<file path="src/rtl/alien_params.sv">
// Shared constants for the alien row blocks: sprite/grid geometry, colour codes,
// VGA field widths and the drawer state encoding.
package alien_params;

  localparam int unsigned ALIEN_W_DEF    = 4;
  localparam int unsigned ALIEN_H_DEF    = 4;
  localparam int unsigned NUM_ALIENS_DEF = 8;
  localparam int unsigned SPACING_DEF    = 16;
  localparam int unsigned X_ORIGIN_DEF   = 16;
  localparam int unsigned Y_OFFSET_DEF   = 8;

  localparam logic [2:0] ALIEN_COLOUR_DEF = 3'b010;
  localparam logic [2:0] BG_COLOUR_DEF    = 3'b000;

  localparam int unsigned X_W      = 8;
  localparam int unsigned Y_W      = 7;
  localparam int unsigned ROW_W    = 6;
  localparam int unsigned COLOUR_W = 3;

  typedef enum logic [1:0] {
    IDLE  = 2'd0,
    ERASE = 2'd1,
    DRAW  = 2'd2,
    DONE  = 2'd3
  } state_t;

  // Counter width able to hold 0..n-1, never narrower than one bit.
  function automatic int unsigned cnt_w(input int unsigned n);
    return (n > 1) ? $clog2(n) : 1;
  endfunction

endpackage

</file>
<file path="src/rtl/pixel_scanner.sv">
// Nested cx/cy/a sprite scan counter. The _c outputs are the index that will be
// current after the next clock edge, so the caller can register pixel addresses.
module pixel_scanner
  import alien_params::*;
#(
  parameter int unsigned COLS  = ALIEN_W_DEF,
  parameter int unsigned ROWS  = ALIEN_H_DEF,
  parameter int unsigned COUNT = NUM_ALIENS_DEF,
  localparam int unsigned CX_W = cnt_w(COLS),
  localparam int unsigned CY_W = cnt_w(ROWS),
  localparam int unsigned A_W  = cnt_w(COUNT)
) (
  input  logic            clk,
  input  logic            reset,
  input  logic            start,
  input  logic            step,
  output logic [CX_W-1:0] cx_c,
  output logic [CY_W-1:0] cy_c,
  output logic [A_W-1:0]  a_c,
  output logic            last_c
);

  logic [CX_W-1:0] cx;
  logic [CY_W-1:0] cy;
  logic [A_W-1:0]  a;

  // cx runs fastest, then cy, then the alien index.
  always_comb begin
    cx_c = cx;
    cy_c = cy;
    a_c  = a;
    if (start) begin
      cx_c = '0;
      cy_c = '0;
      a_c  = '0;
    end else if (step) begin
      if (cx == CX_W'(COLS - 1)) begin
        cx_c = '0;
        if (cy == CY_W'(ROWS - 1)) begin
          cy_c = '0;
          a_c  = a + A_W'(1);
        end else begin
          cy_c = cy + CY_W'(1);
        end
      end else begin
        cx_c = cx + CX_W'(1);
      end
    end
  end

  always_ff @(posedge clk or negedge reset) begin
    if (!reset) begin
      cx <= '0;
      cy <= '0;
      a  <= '0;
    end else begin
      cx <= cx_c;
      cy <= cy_c;
      a  <= a_c;
    end
  end

  assign last_c = (cx == CX_W'(COLS - 1)) && (cy == CY_W'(ROWS - 1)) &&
                  (a == A_W'(COUNT - 1));

endmodule

</file>
<file path="src/rtl/alien_row_drawer.sv">
// Erases the previous alien row and draws it at the new fall-counter row, one VGA
// pixel per cycle; on game over the row is erased once and left blank.
module alien_row_drawer
  import alien_params::*;
#(
  parameter int unsigned ALIEN_W      = ALIEN_W_DEF,
  parameter int unsigned ALIEN_H      = ALIEN_H_DEF,
  parameter int unsigned NUM_ALIENS   = NUM_ALIENS_DEF,
  parameter int unsigned SPACING      = SPACING_DEF,
  parameter int unsigned X_ORIGIN     = X_ORIGIN_DEF,
  parameter int unsigned Y_OFFSET     = Y_OFFSET_DEF,
  parameter logic [2:0]  ALIEN_COLOUR = ALIEN_COLOUR_DEF,
  parameter logic [2:0]  BG_COLOUR    = BG_COLOUR_DEF
) (
  input  logic                clk,
  input  logic                reset,
  input  logic                drawEn,
  input  logic [ROW_W-1:0]    CounterValue,
  input  logic                gameOver,
  output logic [X_W-1:0]      x,
  output logic [Y_W-1:0]      y,
  output logic [COLOUR_W-1:0] colour,
  output logic                plot,
  output logic                busy,
  output logic                done
);

  localparam int unsigned CX_W = cnt_w(ALIEN_W);
  localparam int unsigned CY_W = cnt_w(ALIEN_H);
  localparam int unsigned A_W  = cnt_w(NUM_ALIENS);

  state_t           state;
  logic             prev_valid;
  logic             pending;
  logic             go_req;
  logic             game_over_d;
  logic             erase_only;
  logic [ROW_W-1:0] prev_y;
  logic [ROW_W-1:0] new_y;
  logic [ROW_W-1:0] pending_y;

  logic [CX_W-1:0]  cx_c;
  logic [CY_W-1:0]  cy_c;
  logic [A_W-1:0]   a_c;
  logic             last_c;
  logic             scan_start;
  logic             scan_step;

  logic             go_hit;
  logic             go_launch;
  logic             draw_launch;
  logic             into_draw;
  logic [ROW_W-1:0] req_y;
  logic [ROW_W-1:0] row;
  logic [X_W-1:0]   pix_x;
  logic [Y_W-1:0]   pix_y;

  pixel_scanner #(
    .COLS  (ALIEN_W),
    .ROWS  (ALIEN_H),
    .COUNT (NUM_ALIENS)
  ) u_scanner (
    .clk    (clk),
    .reset  (reset),
    .start  (scan_start),
    .step   (scan_step),
    .cx_c   (cx_c),
    .cy_c   (cy_c),
    .a_c    (a_c),
    .last_c (last_c)
  );

  // Launch decisions and the address of the pixel shown after the next edge.
  always_comb begin
    go_hit      = go_req || (gameOver && !game_over_d);
    go_launch   = (state == IDLE) && go_hit && prev_valid;
    draw_launch = (state == IDLE) && !go_hit && !gameOver && (drawEn || pending);
    req_y       = drawEn ? CounterValue : pending_y;
    into_draw   = (state == ERASE) && last_c && !erase_only;
    scan_start  = go_launch || draw_launch || into_draw;
    scan_step   = ((state == ERASE) || (state == DRAW)) && !last_c;
    unique case (state)
      IDLE:    row = (go_launch || prev_valid) ? prev_y : req_y;
      ERASE:   row = last_c ? new_y : prev_y;
      default: row = new_y;
    endcase
    pix_x = X_W'(32'(X_ORIGIN) + 32'(a_c) * 32'(SPACING) + 32'(cx_c));
    pix_y = Y_W'(32'(Y_OFFSET) + 32'(row) + 32'(cy_c));
  end

  always_ff @(posedge clk or negedge reset) begin
    if (!reset) begin
      state       <= IDLE;
      prev_valid  <= 1'b0;
      pending     <= 1'b0;
      go_req      <= 1'b0;
      game_over_d <= 1'b0;
      erase_only  <= 1'b0;
      prev_y      <= '0;
      new_y       <= '0;
      pending_y   <= '0;
      x           <= '0;
      y           <= '0;
      colour      <= '0;
      plot        <= 1'b0;
      busy        <= 1'b0;
      done        <= 1'b0;
    end else begin
      game_over_d <= gameOver;
      plot        <= 1'b0;
      done        <= 1'b0;

      // One-deep request buffer for redraws that arrive during a pass.
      if (gameOver) begin
        pending <= 1'b0;
      end else if (drawEn && (state != IDLE)) begin
        pending   <= 1'b1;
        pending_y <= CounterValue;
      end
      if (gameOver && !game_over_d && (state != IDLE)) begin
        go_req <= 1'b1;
      end

      unique case (state)
        IDLE: begin
          busy <= 1'b0;
          if (go_hit) begin
            go_req <= 1'b0;
          end
          if (go_launch) begin
            erase_only <= 1'b1;
            state      <= ERASE;
            busy       <= 1'b1;
            plot       <= 1'b1;
            x          <= pix_x;
            y          <= pix_y;
            colour     <= BG_COLOUR;
          end else if (draw_launch) begin
            erase_only <= 1'b0;
            new_y      <= req_y;
            pending    <= 1'b0;
            state      <= prev_valid ? ERASE : DRAW;
            busy       <= 1'b1;
            plot       <= 1'b1;
            x          <= pix_x;
            y          <= pix_y;
            colour     <= prev_valid ? BG_COLOUR : ALIEN_COLOUR;
          end
        end
        ERASE: begin
          busy <= 1'b1;
          if (!last_c || !erase_only) begin
            plot   <= 1'b1;
            x      <= pix_x;
            y      <= pix_y;
            colour <= last_c ? ALIEN_COLOUR : BG_COLOUR;
            if (last_c) begin
              state <= DRAW;
            end
          end else begin
            state <= DONE;
            done  <= 1'b1;
          end
        end
        DRAW: begin
          busy <= 1'b1;
          if (!last_c) begin
            plot   <= 1'b1;
            x      <= pix_x;
            y      <= pix_y;
            colour <= ALIEN_COLOUR;
          end else begin
            state <= DONE;
            done  <= 1'b1;
          end
        end
        DONE: begin
          busy  <= 1'b0;
          state <= IDLE;
          if (erase_only) begin
            prev_valid <= 1'b0;
          end else begin
            prev_valid <= 1'b1;
            prev_y     <= new_y;
          end
        end
        default: state <= IDLE;
      endcase
    end
  end

endmodule

</file>
<file path="config.mk">
export PLATFORM = sky130hd
export DESIGN_NAME = alien_row_drawer
export DESIGN_NICKNAME = d
export VERILOG_FILES = /design/src/rtl/alien_params.sv /design/src/rtl/pixel_scanner.sv /design/src/rtl/alien_row_drawer.sv
export SDC_FILE = /design/constraint.sdc
export NUM_CORES = 1
export LEC_CHECK = 0
export CAP_MARGIN = 20
export CORE_ASPECT_RATIO = 1.2
export CORE_MARGIN = 4
export CORE_UTILIZATION = 59
export CTS_BUF_LIST = sky130_fd_sc_hd__clkbuf_16
export DETAILED_ROUTE_END_ITERATION = 8
export PLACE_DENSITY_LB_ADDON = 0.3
export SLEW_MARGIN = 15
export SYNTH_ARGS = -nofsm -noshare
export SYNTH_HDL_FRONTEND = slang
export SYNTH_SLANG_ARGS = --single-unit
</file>
<file path="constraint.sdc">
create_clock -name clk -period 5.95 [get_ports clk]
set_input_delay 1.785 -clock clk [delete_from_list [all_inputs] [get_ports clk]]
set_output_delay 1.785 -clock clk [all_outputs]
set_load 0.1 [all_outputs]
</file>
==> metrics.txt, run 1 <==
status finished clean; Global Route met3 Usage 0.04668; number of synthesized flops with an enable pin 0; vias in the first global route 1804; CP max FO 15; commonest non-fill, non-tap cells in the layout dfrtp_1 (49), clkdlybuf4s50_1 (25), nand2_1 (22); FILL cells 310; Slew HR 0.3535; CTS tree yes; Syn Inst Count 223; vias post-DR 1684; top_reg_cell synth dfrtp_1; Final period util 0.7871; GRT met2 Usage 0.3550; GPL Wtd Cong 0.8420; DRT Pass-1 Iters 4; post-DR vias/cell 5.558; hold path cells 2; post-CTS sizing 0; Crit Path Category in2reg; Bufs on Longest Clock Path 2; Global Route Usage Sum 0.1955; RSZ-0062 raised after global routing no; Worst Skew 0.003653 ns; FF-to-FF End y[5]; worst reg2reg path depth 11; YS warnings 0; reg2reg setup slack 2.54 ns; Clock transition at path regs 0.06 ns; Die ar. 5327 sq um; worst skew pair latency 0.29 ns; hold path endpoint y[3]; Worst Setup Start Kind input pin; min-delay src y[3]; Avg Inst Size Synth 11.17 sq um; Min Clock Period, post-route 4.683 ns; IO Pins 31; die width 67.30 um; Slew @ Worst Pin 0.9667 ns; WL final 4.437 mm; DR WL/cell 14.64 um; Clock Sinks 49; H-tree levels 2; initial DRC count 76; IO Port Bufs 26; number of buffers created by CTS 5; Critical Path RT 6.12 ns; fin nets 272; hold_buf cts 0; cell accounting for the most synthesized area dfrtp_1; top-area cell type share of the netlist area 0.4925; chip height 79.16 um; CP startpoint drawEn; Synth async-reset ratio 1.000; Netlist cell types 46; Setup Fix Bufs, Post-CTS 0; layout overhead on the synthesized area 16.18%; DRC 0; root buffer cell clkbuf_16; fin. max-slew vios 0; grt total ovfl 0; Rows 25; Area contributors post-synth dfrtp_1 (49%), mux2_2 (9.0%), ha_1 (6.5%), mux2i_1 (4.0%), nand2_1 (3.3%); ANT cells 0; initial antenna violation count 0; Core ar. 4004 sq um; Starting Density 0.6219; fmax 213.5 MHz; setup TNS 0 ns; synthesized flop and latch total 49; GRT Max-Usage Layer met2; grt met1 use 0.2123; Hold Vio Cnt, Final 0; first-pass GRT wire length 7.803 mm; worst r2r src state[0]; Hold WC Path Type reg2reg; hpwl dp 3.347 mm; Final setup viols 0; Post-Syn Area 2490 sq um; fraction of layout cells with a size suffix above 1 0.1406; CP Capture Type flip-flop; DRT antenna net count 0; largest net degree at the start of global routing 50; Worst Path Arrival 4.86 ns; commonest non-fill, non-tap cell in the layout dfrtp_1; register area share after synthesis 0.4925; max-cap check violation count 0
## area by class of cell
type | instances | area (sq um) | area share
timing repair buffer | 26 | 257.7 | 0.08910
inverter | 9 | 33.78 | 0.01168
clock inverter | 3 | 12.51 | 0.004325
tap | 54 | 67.56 | 0.02336
sequential | 49 | 1226 | 0.4239
clock buffer | 5 | 125.1 | 0.04325
multi-input combinational | 157 | 1170 | 0.4044
## state kept, by name (all words and copies together) (netlist names), 2 cells and up
| signal | cells |
|---|---|
| new_y | 6 |
| pending_y | 6 |
| prev_y | 6 |
| state | 2 |
| u_scanner.a | 3 |
| u_scanner.cx | 2 |
| u_scanner.cy | 2 |
| x | 6 |
| y | 7 |
## critical path, stage by stage
cell and delay [ns]:
clkdlybuf4s50_1 0.71, nor2_2 0.07, or4b_1 0.73, o311ai_2 0.28
nor2_1 0.17, ha_1 0.32, a21oi_1 0.06, a31oi_1 0.22
o21ai_1 0.10, xor2_1 0.14, mux2_2 0.27
## Yosys cell counts (all sizes together), types with 2 or more instances
cell type and n:
clkbuf 2, xor2 3, o21ai 18, mux2 21
nand2b 2, and2 3, xnor2 3, ha 13
dfrtp 49, a221o 3, nor2 18, nor3b 2
a31oi 2, nand2 22, buf 9, o211ai 2
mux2i 10, a22o 2, inv 9, nand3 5
a21oi 9
## through the flow
| step | worst slack, ns | hold WS (ns) | util | instance area [sq um] | std cells |
|---|---|---|---|---|---|
| finish | 1.267 | 0.4780 | 0.7225 | 2893 | 303 |
| global route | 0.9919 | 0.5153 | 0.7225 | 2893 | 303 |
| global placement | 1.052 | 0.4530 | 0.6875 | 2753 | 295 |
| floorplan | 1.987 | 0.4683 | - | 2501 | 226 |
| detailed placement | 0.9821 | 0.4710 | 0.6875 | 2753 | 295 |
| CTS | 1.263 | 0.4871 | 0.7219 | 2890 | 303 |
## kinds of logic after synthesis
logic type / synth area share
buffers and inverters: 0.04221
adders and majority gates: 0.07337
xor gates and xnor gates: 0.02111
muxes: 0.1352
DFF: 0.4925
AOI/OAI and AO/OA: 0.1171
other: 0.001506
and+or+nand+nor: 0.1171
## layer usage
metal / vias up / share of wire
li1: 821 / -
met2: 27 / 0.55
met3: 9 / 0.038
met1: 827 / 0.39
met4: 0 / 0.019
met5: - / 0
## how the worst max path moves through the flow
stage / to / slack [ns] / cells after the start
floorplan: y[5] / 1.99 / 12
global placement: y[5] / 1.05 / 11
detailed placement: y[5] / 0.98 / 11
CTS: y[5] / 1.26 / 11
global route: y[5] / 0.99 / 11
finish: y[5] / 1.27 / 11
Power of run 1 is not shown: default switching activity piles up to over one toggle a cycle in this logic, so the estimate is an artifact.
==> run 2: changes to the inputs <==
--- a/config.mk
+++ b/config.mk
@@ -8,7 +8,7 @@
 export CAP_MARGIN = 20
 export CORE_ASPECT_RATIO = 1.2
 export CORE_MARGIN = 4
-export CORE_UTILIZATION = 59
+export CORE_UTILIZATION = 55
 export CTS_BUF_LIST = sky130_fd_sc_hd__clkbuf_16
 export DETAILED_ROUTE_END_ITERATION = 8
 export PLACE_DENSITY_LB_ADDON = 0.3
==> constraint.sdc (replaced) <==
create_clock -name clk -period 4.5 [get_ports clk]
set_input_delay 1.35 -clock clk [delete_from_list [all_inputs] [get_ports clk]]
set_output_delay 1.35 -clock clk [all_outputs]
set_load 0.1 [all_outputs]
==> run 2 against run 1 <==
  * Routed wire length decreased by 2.5%
  * Global-route usage fell by 2.5 points
  * Clock skew fell by 0.0012 ns
  * Utilization decreased by 4.9 points
  * Sequential share of layout area decreased by 0.33 points
  * Critical path depth up 1
  * Final area rose by 0.78%
  * Clock-buffer cell count unchanged
  * Via count grew 0.48%
  * Critical path type unchanged
==> metrics.txt, run 2 (synthesis results as in run 1) <==
DRC 0 (unchanged); initial antenna violation count 0 (unchanged); vias post-DR 1692 (+0.48%); Hold WC Path Type reg2reg; vias in the first global route 1666 (-7.6%); CP Capture Type flip-flop; number of buffers created by CTS 5 (unchanged); Worst Path Arrival 3.98 ns (-0.88 ns); Worst Skew 0.002472 ns (-0.001181 ns); min-delay src y[3]; initial DRC count 76 (unchanged); largest reg by FF count y; hpwl dp 3.168 mm (-5.3%); worst r2r src state[0]; CTS tree yes; DRT Pass-1 Iters 4 (unchanged); WL final 4.325 mm (-2.5%); status finished clean; Global Route met3 Usage 0.03427 (-0.01240); DP Worst Slack 0.4444 ns (-0.5377 ns); H-tree levels 2 (unchanged); GRT Max-Usage Layer met2; Hold Vio Cnt, Final 0 (unchanged); fmax 266.5 MHz; GRT met2 Usage 0.3073 (-0.04771); Critical Path RT 4.72 ns (-1.40 ns); Core ar. 4327 sq um (+8.1%); chip height 81.71 um (+3.2%); Rows 26 (+4.0%); layout overhead on the synthesized area 17.09%; max-cap check violation count 0 (unchanged); Bufs on Longest Clock Path 2 (unchanged); commonest non-fill, non-tap cells in the layout dfrtp_1 (49), clkdlybuf4s50_1 (25), nand2_1 (22); max reg flops 7 (unchanged); first-pass GRT wire length 7.610 mm (-2.5%); CP startpoint gameOver; CP max FO 7 (-8); GPL Wtd Cong 0.8253 (-2.0%); Setup Fix Bufs, Post-CTS 0 (unchanged); grt met1 use 0.2013 (-0.01100); Final setup viols 0 (unchanged); Die ar. 5672 sq um (+6.5%); Min Clock Period, post-route 3.752 ns; commonest non-fill, non-tap cell in the layout dfrtp_1; fin nets 274 (+0.74%); setup TNS 0 ns (unchanged); root buffer cell clkbuf_16; hold_buf cts 0 (unchanged); DRT antenna net count 0 (unchanged); worst skew pair latency 0.28 ns (about the same); Hold WS 0.4707 ns (-0.007243 ns); DR WL/cell 14.09 um (-3.8%); Global Route Usage Sum 0.1705 (-0.02501); Final period util 0.8338; die width 69.42 um (+3.2%); largest net degree at the start of global routing 50 (unchanged); fraction of layout cells with a size suffix above 1 0.1554 (+0.01482); RSZ-0062 raised after global routing no; Slew @ Worst Pin 0.9661 ns (-0.0006547 ns); Slew HR 0.3539 (+0.0004380); post-CTS sizing 0 (unchanged); fin. max-slew vios 0 (unchanged); Crit Path Category in2reg; slack of the critical path 0.7477 ns (-0.5189 ns); Clock Sinks 49 (unchanged); Starting Density 0.5755 (-0.04640); ANT cells 0 (unchanged); FILL cells 353 (+14%); post-DR vias/cell 5.511 (-0.83%); IO Pins 31 (unchanged); IO Port Bufs 26 (unchanged); reg2reg setup slack 1.37 ns (-1.17 ns); grt total ovfl 0 (unchanged); Worst Setup Start Kind input pin; Clock transition at path regs 0.06 ns (about the same)
run 2: cell types whose count changed in the layout (fill, tap and decap cells not counted), sizes merged:
cell      delta
clkinvlp     +1
clkinv       -1
buf          +2
run 2: through the flow:
step	util	std cells	cell area [sq um]
2_1_floorplan	-	226	2501
3_3_place_gp	0.6403	299	2770
3_5_place_dp	0.6403	299	2770
4_1_cts	0.6732	307	2913
5_1_grt	0.6738	307	2915
6_report	0.6738	307	2915
run 2: final timing paths:
check	endpoint	cells after the start
hold / removal	y[3]	2
setup / recovery	y[6]	12
hold reg to reg	y[3]	2
setup reg to reg	y[5]	11
min in group asynchronous	x[0]	1
max in group asynchronous	y[5]	1
run 2: final cells by class:
class	instances	area (sq um)	share of cell area
flip-flops and latches	49	1226	0.4206
multi-input cells	157	1170	0.4013
repair buffers	28	272.8	0.09356
clock buffers	5	125.1	0.04292
well taps	56	70.07	0.02403
inverters	9	33.78	0.01159
clock inverters	3	17.52	0.006009
run 2: per-layer routing:
layer / part of all wire / vias to the layer above / routed length [um]
li1: - / 824 / -
met4: 0.011 / 0 / 48
met1: 0.43 / 826 / 1863
met2: 0.52 / 38 / 2238
met3: 0.040 / 4 / 175
met5: 0 / - / 0
run 2: critical path, cell delays in order:
cell and delay [ns]:
clkdlybuf4s50_1 0.48, nor2b_1 0.17, o211ai_1 0.36, o311ai_2 0.30
nor2_1 0.21, ha_1 0.19, inv_1 0.05, fa_1 0.35
inv_1 0.10, a21oi_2 0.07, nor3_1 0.18, a22o_1 0.15
Power of run 2 is left out for the same reason.
==> RTL change 1: new RTL, settings of run 1 <==
Reset style: synchronous (`reset`), changed in 2 clocked blocks.
--- a/src/rtl/pixel_scanner.sv
+++ b/src/rtl/pixel_scanner.sv
@@ -49,5 +49,5 @@
   end
 
-  always_ff @(posedge clk or negedge reset) begin
+  always_ff @(posedge clk) begin
     if (!reset) begin
       cx <= '0;
--- a/src/rtl/alien_row_drawer.sv
+++ b/src/rtl/alien_row_drawer.sv
@@ -89,5 +89,5 @@
   end
 
-  always_ff @(posedge clk or negedge reset) begin
+  always_ff @(posedge clk) begin
     if (!reset) begin
       state       <= IDLE;
Behaviour: differs if reset is asserted again (counterexample within 4 cycles, from zero or initial values and one cycle with reset low); with reset held inactive, the same outputs for 10 cycles.
==> RTL change 1 against run 1 <==
- synthesized area up 4.3%
- routed wire length up 13%
- setup slack better by 0.035 ns
- critical path depth unchanged
- design area up 4.2%
- first-iteration DRC count unchanged
- hold slack worse by 0.0047 ns
- via count up 15%
- core utilization down 1.5 points
- sequential cell count unchanged
- critical path type unchanged
==> RTL change 1: results <==
global_routing:
  antenna_found_initial: 0
  grt_max_degree: 28
  global_route.usage.total: 0.195
  vias_in_the_first_global_route: 1807
  grt_pass1_wl_um: 8240
clock_tree:
  worst_skew_pair.late_latency_ns: 0.29
  clk_transition_reported_paths_ns: 0.06
  max-clock-path-buffers: 2
  post-cts-setup-buffer-count: 0
  clk_root_buffer_cell: "clkbuf_16"
  numCtsBuffers: 5
  clock_tree.htree_level_count: 2
  cts_repair_resize_count: 0
power:
  leakage_uw: 0.00135
  ir_drop_v: 0.000284
place:
  dp.final_hpwl_um: 3440
  dpl.cell_count: 337
  io_buffer_count: 26
  finalWeightedCongestion: 0.805
synthesis:
  async_set_or_reset_flop_fraction_in_the_synthesized_netlist: 0
  avgSynthCellArea_um2: 9.66
  ys.warnings.count: 0
  synth_common_cells: "dfxtp_1, mux2i_1, nor2b_1"
  post_synth_main_area_contributors: "dfxtp_1, mux2i_1, ha_1, o211a_1, nor2b_1"
  yosys.cell_types.count: 53
  synth_sequential_area_ratio: 0.378
sta:
  slew_margin_rel: 0.285
  clock_skews_ns: 0.00358
finish:
  largest_register_ff_count: 7
  design.final.nets: 312
  fillCellCount: 347
  num_antenna_cells: 0
  post_route_cells_drive_above_1_share: 0.0623
  regMostFlops: "y"
drt:
  routedWlPerCell_um: 14.5
  dr_total_vias: 1930
  drt_first_pass_iters: 4
  routed_via_density: 5.59
  dr.first_iter.drc_count: 76
worst_hold_path:
  hold_path.class: "reg2reg"
worst_setup_path:
  cp_slowest_cell: "clkdlybuf4s50_1"
  timing.critical_path.arrival_ns: 4.85
  slowest_delay_ns: 0.64
  cp_max_fo: 13
run_status:
  outcome: "finished, final reports clean"
RTL change 1: cell count changes in the layout (fill, tap and decap cells not counted), sizes merged, moves of 10 or more:
cell	run 1	this run
o211a	0	12
dfrtp	49	0
mux2	21	1
nor2b	1	18
mux2i	10	26
dfxtp	0	49
o21ai	18	8
RTL change 1: cell families after synthesis:
group,after synthesis,synth area share
AND/OR/NAND/NOR,94,0.211
AO/OA/AOI/OAI,51,0.158
flip-flops,49,0.378
buffers and inverters,28,0.0597
multiplexers,27,0.105
adder cells (fa/ha/maj),14,0.0703
XOR/XNOR,5,0.0169
other,1,0.00144
RTL change 1: power breakdown:
| part | switching (µW) | total (µW) | internal, µW |
|---|---|---|---|
| Sequential | 37.4 | 426 | 389 |
| Combinational | 518 | 746 | 227 |
| Clock | 116 | 311 | 195 |
| Total | 672 | 1480 | 811 |
RTL change 1: metal layers:
layer / part of all wire / GRT usage
met1: 0.42 / 0.228
met3: 0.034 / 0.0392
met2: 0.53 / 0.337
met4: 0.011 / 0.0795
met5: 0 / 0
RTL change 1: final timing paths:
| kind | start | endpoint | slack, ns | depth (start not counted) |
|---|---|---|---|---|
| min | x[7] | x[7] | 0.47 | 2 |
| max | drawEn | y[5] | 1.30 | 11 |
| max reg2reg | state[1] | y[5] | 2.56 | 11 |
| min reg2reg | x[7] | x[7] | 0.47 | 2 |
RTL change 1: final cells by class:
class	count	area, µm²	area share
multi-input combinational	195	1470	0.488
sequential	49	981	0.325
timing repair buffer	28	295	0.0979
clock buffer	5	125	0.0415
tap	56	70.1	0.0232
clock inverter	3	37.5	0.0124
inverter	9	33.8	0.0112
RTL change 1: critical path, delay by kind of cell:
kind	cells	cell delay, ns
buf+inv	1	0.64
simple gates	5	1.45
fa+ha+maj	1	0.27
compound gates	4	0.68
RTL change 1: per-stage QoR:
stage | setup WS (ns) | cell area [µm²]
2_1_floorplan | 2.05 | 2610
3_3_place_gp | 1.15 | 2830
3_5_place_dp | 1.06 | 2850
4_1_cts | 1.33 | 3020
5_1_grt | 1.07 | 3020
6_report | 1.30 | 3020
==> RTL change 2: new RTL, config.mk and constraints of run 1 <==
Without the edit above. Change the package constant `COLOUR_W` from 3 to 6.
--- a/src/rtl/alien_params.sv
+++ b/src/rtl/alien_params.sv
@@ -16,5 +16,5 @@
   localparam int unsigned Y_W      = 7;
   localparam int unsigned ROW_W    = 6;
-  localparam int unsigned COLOUR_W = 3;
+  localparam int unsigned COLOUR_W = 6;
 
   typedef enum logic [1:0] {
Ports: changed (resized colour); port bits go from 31 to 34. No check against the original RTL was run, so the function may have changed too.
==> RTL change 2 against run 1 <==
- register-to-register slack lost 0.03 ns
- design area rose by 0.82%
- setup slack worse by 0.031 ns
- synthesized area increased by 0.90%
- routed wire length increased by 4.6%
- core utilization barely moved
- sequential cell count is the same
- cell count is 0.99% higher
- via count increased by 2.1%
- count of clock-buffer cells in the layout did not move
Power is left out: the tool's default activity adds up to more than one toggle a clock period on the data nets, which glitch-free logic cannot reach.
==> RTL change 2: results <==
place:
  io_buffer_count: 26
  finalWeightedCongestion: 0.877
  dp_worst_slack_ns: 0.959
  dp.final_hpwl_um: 3300
synthesis:
  synth_common_cells: "dfrtp_1, nand2_1, mux2_2"
  synthMuxAreaShare: 0.134
  synth_sequential_area_ratio: 0.488
  async_set_or_reset_flop_fraction_in_the_synthesized_netlist: 1.00
  ys.warnings.count: 0
  synth-xor-area-share: 0.0209
  synth_compound_gate_area_share: 0.116
  post_synth_main_area_contributors: "dfrtp_1, mux2_2, ha_1, mux2i_1, nand2_1"
  synth_adder_area_share: 0.0727
sta:
  clock_skews_ns: 0.00391
  max_slew.worst_pin.slew_ns: 0.969
clock_tree:
  numCtsBuffers: 5
  clk_transition_reported_paths_ns: 0.06
  clock_tree.htree_level_count: 2
  cts_repair_resize_count: 0
  worst_skew_pair.late_latency_ns: 0.28
  clk_root_buffer_cell: "clkbuf_16"
  post-cts-setup-buffer-count: 0
  max-clock-path-buffers: 2
drt:
  dr_total_vias: 1719
  drt_first_pass_iters: 4
  routedWlPerCell_um: 15.2
  dr.first_iter.drc_count: 105
  route.layer.met1.wl_um: 1900
  routed.top_layer: "met4"
  wl_met2_um: 2430
  met3_length_um: 210
finish:
  num_antenna_cells: 0
  design.final.nets: 276
  mostFrequentLayoutCell: "dfrtp_1"
  largest_register_ff_count: 7
  regMostFlops: "y"
  post_route_cells_drive_above_1_share: 0.139
global_routing:
  grt_pass1_wl_um: 7900
  grt.met1_usage: 0.219
  met2_usage: 0.347
  vias_in_the_first_global_route: 1775
  grt_use_met3: 0.0479
  grt_max_degree: 50
  global_route.usage.total: 0.197
worst_setup_path:
  slowest_delay_ns: 0.73
  timing.critical_path.arrival_ns: 4.88
  cell_family_with_the_largest_share_of_critical_path_delay: "simple AND/OR/NAND/NOR gates"
  cp_slowest_cell: "or4b_1"
  cp_max_fo: 15
run_status:
  outcome: "finished, final reports clean"
worst_hold_path:
  hold_path.class: "reg2reg"
## RTL change 2: kinds of logic after synthesis
kind of cell,count (synthesis)
simple gates,58
flops,49
compound gates,44
mux,31
buf+inv,23
fa+ha+maj,14
xor+xnor,6
other cells,1
## RTL change 2: worst paths after layout
path,start,endpoint,slack [ns],depth (start not counted)
setup / recovery,drawEn,y[5],1.24,11
hold / removal,y[3],y[3],0.47,2
setup reg to reg,state[0],y[5],2.51,11
hold reg to reg,y[3],y[3],0.47,2
max in group asynchronous,reset,y[3],4.07,2
min in group asynchronous,reset,x[0],1.39,1
## RTL change 2: per-stage QoR
stage	instance area, µm²	cells
global route	2920	306
CTS	2900	305
global placement	2760	298
detailed placement	2760	298
finish	2920	306
floorplan	2530	232
## RTL change 2: layout make-up
type	count	area [µm²]
Fill cell	288	1120
Sequential cell	49	1230
Tap cell	54	67.6
Clock buffer	5	125
Timing Repair Buffer	27	275
Clock inverter	2	7.51
Inverter	9	33.8
Multi-Input combinational cell	160	1180
